[config.mk]
export PLATFORM = sky130hd
export DESIGN_NAME = core_run_controller
export DESIGN_NICKNAME = d
export VERILOG_FILES = /design/src/rtl/core_run_controller.sv
export SDC_FILE = /design/constraint.sdc
export NUM_CORES = 1
export LEC_CHECK = 0
export CORE_MARGIN = 2
export CORE_UTILIZATION = 41
export DETAILED_ROUTE_END_ITERATION = 8
export MAX_ROUTING_LAYER = met4
export PLACE_DENSITY = 0.77
export SLEW_MARGIN = 0
export SYNTH_ARGS = -nofsm -noshare
export SYNTH_HDL_FRONTEND = slang
export SYNTH_SLANG_ARGS = --single-unit
export TNS_END_PERCENT = 100
[constraint.sdc]
create_clock -name clk -period 3.05 [get_ports clk]
set_clock_uncertainty 0.2 [all_clocks]
set_input_delay 0.305 -clock clk [delete_from_list [all_inputs] [get_ports clk]]
set_output_delay 0.305 -clock clk [all_outputs]
set_load 0.05 [all_outputs]
[src/rtl/core_run_controller.sv]
// core_run_controller: run/IRQ/flush sequencer driving pipeline enable, flush and PC-override.
// Optional cycle watchdog is compiled in when CTRL_WATCHDOG_EN is defined.
module core_run_controller #(
  parameter int NUM_IRQ       = 4,
  parameter int ADDR_W        = 32,
  parameter int VEC_STRIDE    = 4,
  parameter int DRAIN_TIMEOUT = 16,
  parameter int WDOG_LIMIT    = 2**20,
  localparam int IDX_W        = (NUM_IRQ > 1) ? $clog2(NUM_IRQ) : 1
) (
  input  logic               clk,
  input  logic               rst_n,
  input  logic [2:0]         ctrl_i,
  input  logic               end_condition_i,
  input  logic               all_ready_i,
  input  logic               drain_done_i,
  input  logic [NUM_IRQ-1:0] irq_req_i,
  input  logic [NUM_IRQ-1:0] irq_mask_i,
  input  logic               irq_done_i,
  input  logic [ADDR_W-1:0]  irq_vec_base_i,
  output logic               irq_grant_o,
  output logic [IDX_W-1:0]   irq_id_o,
  output logic [ADDR_W-1:0]  irq_addr_o,
  output logic               pc_override_o,
  output logic               flush_partial_o,
  output logic               flush_full_o,
  output logic               enable_design_o,
  output logic               program_finished_o,
  output logic [2:0]         state_o,
  output logic               drain_timeout_o,
  output logic               wdog_expired_o
);
  localparam int DCNT_W = $clog2(DRAIN_TIMEOUT + 1);

  typedef enum logic [2:0] {
    ST_IDLE   = 3'd0,
    ST_RUN    = 3'd1,
    ST_DRAIN  = 3'd2,
    ST_HANDLE = 3'd3,
    ST_FLUSH  = 3'd4,
    ST_DONE   = 3'd5
  } state_e;

  state_e             state_q, state_d;
  logic [NUM_IRQ-1:0] pending_q, pending_d;
  logic [DCNT_W-1:0]  drain_cnt_q, drain_cnt_d;
  logic               drain_to_q, drain_to_d;
  logic               wdog_exp_q, wdog_exp_d;
  logic               grant_q, grant_d;
  logic [IDX_W-1:0]   id_q, id_d, grant_idx;
  logic [ADDR_W-1:0]  addr_q, addr_d;
  logic               start, reset_req, force_reset, wdog_hit;

  assign start       = ctrl_i[0];
  assign reset_req   = ctrl_i[1];
  assign force_reset = ctrl_i[2];

  // Fixed priority: lowest pending index wins.
  always_comb begin
    grant_idx = '0;
    for (int i = NUM_IRQ - 1; i >= 0; i--) begin
      if (pending_q[i]) grant_idx = IDX_W'(i);
    end
  end

`ifdef CTRL_WATCHDOG_EN
  localparam int WCNT_W = $clog2(WDOG_LIMIT + 1);
  logic [WCNT_W-1:0] wdog_cnt_q, wdog_cnt_d;
  logic              run_active;

  assign run_active = state_q inside {ST_RUN, ST_DRAIN, ST_HANDLE};
  assign wdog_hit   = run_active && (wdog_cnt_q == WCNT_W'(WDOG_LIMIT - 1));

  always_comb begin
    wdog_cnt_d = '0;
    if (run_active && !force_reset) wdog_cnt_d = wdog_cnt_q + 1'b1;
  end

  always_ff @(posedge clk or negedge rst_n) begin
    if (!rst_n) wdog_cnt_q <= '0;
    else        wdog_cnt_q <= wdog_cnt_d;
  end
`else
  assign wdog_hit = 1'b0;
`endif

  always_comb begin
    state_d     = state_q;
    pending_d   = pending_q | (irq_req_i & irq_mask_i);
    drain_cnt_d = '0;
    drain_to_d  = drain_to_q;
    wdog_exp_d  = wdog_exp_q;
    grant_d     = 1'b0;
    id_d        = id_q;
    addr_d      = addr_q;
    if (force_reset) begin
      state_d    = ST_IDLE;
      pending_d  = '0;
      drain_to_d = 1'b0;
      wdog_exp_d = 1'b0;
    end else if (reset_req && (state_q inside {ST_RUN, ST_DRAIN, ST_HANDLE, ST_DONE})) begin
      state_d = ST_FLUSH;
    end else if (wdog_hit) begin
      state_d    = ST_FLUSH;
      wdog_exp_d = 1'b1;
    end else begin
      case (state_q)
        ST_IDLE:   if (start) state_d = ST_RUN;
        ST_RUN: begin
          if (|pending_q)           state_d = ST_DRAIN;
          else if (end_condition_i) state_d = ST_DONE;
        end
        ST_DRAIN: begin
          if (drain_done_i) begin
            state_d   = ST_HANDLE;
            grant_d   = 1'b1;
            id_d      = grant_idx;
            addr_d    = irq_vec_base_i + ADDR_W'(grant_idx) * ADDR_W'(VEC_STRIDE);
            pending_d = pending_d & ~(NUM_IRQ'(1) << grant_idx);
          end else if (drain_cnt_q == DCNT_W'(DRAIN_TIMEOUT - 1)) begin
            state_d    = ST_FLUSH;
            drain_to_d = 1'b1;
          end else begin
            drain_cnt_d = drain_cnt_q + 1'b1;
          end
        end
        ST_HANDLE: if (irq_done_i)  state_d = ST_RUN;
        ST_FLUSH:  if (all_ready_i) state_d = ST_IDLE;
        ST_DONE:   ;
        default:   state_d = ST_IDLE;
      endcase
    end
    // Anything that was queued belongs to the aborted program.
    if (state_d == ST_IDLE && state_q != ST_IDLE) pending_d = '0;
  end

  always_ff @(posedge clk or negedge rst_n) begin
    if (!rst_n) begin
      state_q     <= ST_IDLE;
      pending_q   <= '0;
      drain_cnt_q <= '0;
      drain_to_q  <= 1'b0;
      wdog_exp_q  <= 1'b0;
      grant_q     <= 1'b0;
      id_q        <= '0;
      addr_q      <= '0;
    end else begin
      state_q     <= state_d;
      pending_q   <= pending_d;
      drain_cnt_q <= drain_cnt_d;
      drain_to_q  <= drain_to_d;
      wdog_exp_q  <= wdog_exp_d;
      grant_q     <= grant_d;
      id_q        <= id_d;
      addr_q      <= addr_d;
    end
  end

  assign irq_grant_o        = grant_q;
  assign pc_override_o      = grant_q;
  assign irq_id_o           = id_q;
  assign irq_addr_o         = addr_q;
  assign flush_partial_o    = (state_q == ST_DRAIN);
  assign flush_full_o       = (state_q == ST_FLUSH);
  assign enable_design_o    = (state_q != ST_IDLE);
  assign program_finished_o = (state_q == ST_DONE);
  assign state_o            = state_q;
  assign drain_timeout_o    = drain_to_q;
  assign wdog_expired_o     = wdog_exp_q;

endmodule
======== Word level (Yosys, flattened, before mapping) ========
Cells that the tools add are included.
word-level totals
  register bits after elaboration ......... 48
  bits of input ports ..................... 49
  output and inout port bits .............. 45
  logic and storage cells ................. 68
operators by class
  add/subtract/negate cells ............... 2
  equal/unequal tests ..................... 8
  shift operators ......................... 1
  multiplexer cells ....................... 33
  bitwise gates (word level) .............. 6
  reductions and logical operators ........ 11
operators by type and width
  operator             count
  $add 32x4->32        1
  $mux 3               9
  $mux 5               5
  $mux 4               5
  $pmux 3 s6           1
  $mux 1               9
  $and 4x4->4          2
  $mux 2               4
  $reduce_and 4->1     2
  $eq 3x2->1 const B   2
  $eq 3x3->1 const B   2
  $logic_not 3->1      2
  $add 5x1->5 const B  1
  $eq 5x4->1 const B   1
  $ne 2x2->1 const B   2
  $not 4->4            1
  $or 4x4->4           1
  $reduce_bool 2->1    2
  $reduce_bool 4->1    1
  $reduce_or 4->1      1
  $shl 1x2->4 const A  1
  $eq 3x1->1 const B   1
  $reduce_bool 3->1    1
  $logic_and 1x1->1    2
  $not 1->1            2

======== Depth between registers and ports, before layout ========
  word-level depth ........................ 12
  gate-level depth with buffers ........... 11
  depth with buffers taken out ............ 11

======== Worst setup path before layout ========
Ideal clock, no wire load.
  path type ............................... register -> register
  from .................................... register state_q[0] (netlist: state_o[0])
  to ...................................... register pending_q[0]
  library setup time ...................... 0.107 ns
  arrival time ............................ 2.626 ns
  data required time ...................... 2.743 ns
  path slack .............................. 0.118 ns
  cell stages (with the launch flop) ...... 7
  buffers on the path ..................... 1
  clock period less this slack ............ 2.932 ns
  path through ............................ dfrtp_1 buf_4 nor3b_2 o21ai_0 a311oi_1 and4bb_4 a2111oi_4
on the way
  longest elaborated chain between the ends .. 8
  elaborated cells between the ends (all ways) .. 25
  classes of those cells .................. 5 x eq/ne; 14 x mux; 6 x reduce/logical
RTL lines
  item                    RTL line  text
  start, declared         44        state_e state_q, state_d;
  start signal, assigned  148       state_q <= state_d;
  $eq 3x2->1 *            -
  via flush_partial_o     25        output logic flush_partial_o,
  $reduce_bool 4->1       101       end else if (reset_req && (state_q inside {ST_RUN, ST_DRAIN, ST_HANDLE, ST_DONE})) begin
  $logic_and 1x1->1       101
  $mux 3 *                101
  $mux 3 *                96        if (force_reset) begin
  via state_d[1]          44
  $logic_not 3->1 *       134       if (state_d == ST_IDLE && state_q != ST_IDLE) pending_d = '0;
  $logic_and 1x1->1 *     134
  $mux 4 *                134
  via pending_d[0]        45        logic [NUM_IRQ-1:0] pending_q, pending_d;
  end signal, assigned    149       pending_q <= pending_d;
  end, declared           45
The timed path passes the listed nets; every way through them passes the cells marked *.
A chain may end at the register's enable or synchronous reset.

======== Worst setup path in the final report ========
  from .................................... register state_q[1] (netlist: state_o[1])
  to ...................................... output port flush_partial_o
on the way
  longest elaborated chain between the ends .. 1
RTL lines
  item           RTL line  text
  $eq 3x2->1     163       assign flush_partial_o = (state_q == ST_DRAIN);
  end, declared  25
Every way passes these cells.

==> results.txt <==
Status: finished, violations left
Failing checks: negative hold slack
Distinct cell type count after synthesis: 47
Synth area leader: dfrtp_1
Hold WS: -0.00595 ns
Setup TNS: 0 ns
Die area: 0.00702 sq mm
N_diodes: 0
Register area share after synthesis: 0.460
Worst skew pair latency: 0.29 ns
Critical Path Start Type: register
Critical Path RT: 2.54 ns
Slew Viols, Final: 0
Vias per cell: 5.21
Setup violators final: 0
CTS tree: built
Post-cts hold buffer count: 0
DRC Markers: 0
Initial antenna violation count: 0
Multi-input gate area: 0.00133 sq mm
Unrepaired setup endpoints after global routing: false
Vias: 2,366
HP Class: in2async
Worst Path Max Fanout: 16
Worst slew margin: 0.307
Fill cell count: 558
Synth cell count leaders: nand2_1, dfrtp_1, o21ai_0
WL/cell: 14.1 um
ANT nets after route: 0
EDFF count, synth: 0
Fin crit share: 0.907
Warnings, synthesis: 0
CP Class: reg2out
Critical Path End Type: output port
Top cell type's share of synthesized area: 0.460
Post-DP HPWL: 4910 um
Slew @ Worst Pin: 1.04 ns
IO Pins: 94
Total Routing Usage GR: 0.192
Starting density of the core: 0.418
Grt total ovfl: 0
Layout cells sized above 1: 0.0769
Synth Instances: 282
Hold Vio Cnt, Final: 2
Count leader, synth: nand2_1
Gpl congestion: 0.849
Clock root buffer master: clkbuf_8
Number of global-route vias before repair: 2,323
CTS Buf Count: 5
Core footprint: 0.00624 sq mm
Max Clk Rate: 0.361 GHz
Peak supply drop: 0.531 mV
Syn avg cell area: 9.26 sq um
Die Y: 83.8 um
CP Data Arrival Time: 2.26 ns
P_leak: 1.51 nW
Min cycle time layout: 2.77 ns
Top post-synthesis cells by area: dfrtp_1, xor2_1, nand2_1, o21ai_0, nand4_1
Dpl ws: 0.184 ns
Register Area: 0.00120 sq mm
Reg clk slew, reported paths: 0.08 ns
Setup ws final: 0.283 ns
Power, Total: 3.21 mW
Setup Fix Bufs, Post-CTS: 0
Wirelength, routed: 6400 um
First drt pass iteration count: 4
Area Overhead vs Synth: 42.0%
# rows: 29
Syn Nets: 335
Main synth FF type: dfrtp_1
Num Clock Sinks: 48
H-tree levels: 2
Synthesized cell area: 0.00261 sq mm
Max_cap viols: 0
PwrDens: 867 mW/mm^2
Port Buffer Count: 92
Clock Tree Buf Depth: 2
Asr flop ratio synth: 1.00
First-pass GRT wire length: 10,800 um
Die X: 83.8 um
Nets: 430
Yosys reg bits: 48
Initial DRC Count: 83
Pin count of the biggest net entering global routing: 49
==> final timing paths <==
path	slack [ns]	endpoint	cells past startpoint	startpoint
hold / removal	-0.006	irq_addr_o[8]	1	rst_n
max in group asynchronous	2.02	irq_addr_o[18]	1	rst_n
setup / recovery	0.28	flush_partial_o	2	state_o[1]
setup reg to reg	0.29	irq_addr_o[24]	12	pending_q[2]
hold reg to reg	0.28	irq_addr_o[2]	2	irq_addr_o[2]
min in group clk	0.28	irq_addr_o[2]	2	irq_addr_o[2]
==> metal layers <==
layer / part of all wire / vias to the layer above / global-route usage
met5: 0 / - / -
met4: 0.0047 / 0 / 0.0469
met3: 0.064 / 4 / 0.0524
met2: 0.49 / 73 / 0.311
met1: 0.44 / 1117 / 0.242
li1: - / 1172 / -
==> report_power, final <==
| part | switching [mW] | internal, mW |
|---|---|---|
| Combinational | 1.21 | 0.625 |
| Sequential | 0.159 | 0.863 |
| Clock | 0.199 | 0.156 |
==> per-stage QoR <==
stage / hold WS (ns) / std cells / utilization / instance area (sq um)
floorplan: -0.191 / 282 / - / 2610
global placement: 0.260 / 447 / 0.580 / 3620
detailed placement: 0.264 / 447 / 0.580 / 3620
CTS: 0.0339 / 454 / 0.593 / 3700
global route: 0.0646 / 454 / 0.594 / 3710
finish: -0.00595 / 454 / 0.594 / 3710
==> cell type report <==
type                    count  area share
repair buffers            100       0.263
well taps                  77      0.0260
flip-flops and latches     48       0.324
clock buffers               6      0.0196
multi-input cells         214       0.358
clock inverters             1     0.00135
inverters                   8     0.00810
==> registers in the layout, indices dropped and copies added (netlist names) <==
name             count
drain_cnt_q          5
drain_timeout_o      1
irq_addr_o          32
irq_grant_o          1
irq_id_o             2
pending_q            4
state_o              3
==> worst max-delay path, stage by stage, from the launching register on <==
cell             delay (ns)
dfrtp_1                0.58
nor3b_2                0.49
clkdlybuf4s50_1        0.90
==> placed cells by master (no fill, tap or decap), types with 2 or more instances in the layout <==
master           Yosys  layout
clkdlybuf4s50_1      0      91
and4_1               2       2
a21oi_1              9       9
buf_4                4       8
clkbuf_8             0       5
xnor2_1              6       6
and3_1               7       7
dfrtp_1             48      48
nand2_1             49      49
nand4b_1             2       2
nand4_1             12      12
inv_1                6       6
nand3_1             12      11
nor2_1              20      19
ha_1                 3       3
nor2b_1              2       2
a2111oi_4            2       2
o21ai_0             34      34
xor2_1              23      23
nor3_1               5       5
==> logic make-up (layout without fill, tap and decap cells) <==
family          count (synthesis)  after routing  share of synthesized area
simple gates                  124            124                      0.239
compound gates                 55             55                      0.139
flops                          48             48                      0.460
xor+xnor                       29             29                     0.0973
buf+inv                        20            115                     0.0374
fa+ha+maj                       4              4                     0.0220
other cells                     1              1                    0.00144
mux                             1              1                    0.00431
==> timing repair <==
| item | CTS | global route |
|---|---|---|
| setup endpoints to repair | 0 | 4 |
| resized for setup | 0 | 2 |
| hold endpoints to repair | 0 | 0 |
No activity file was read; power rests on OpenSTA's default activity.
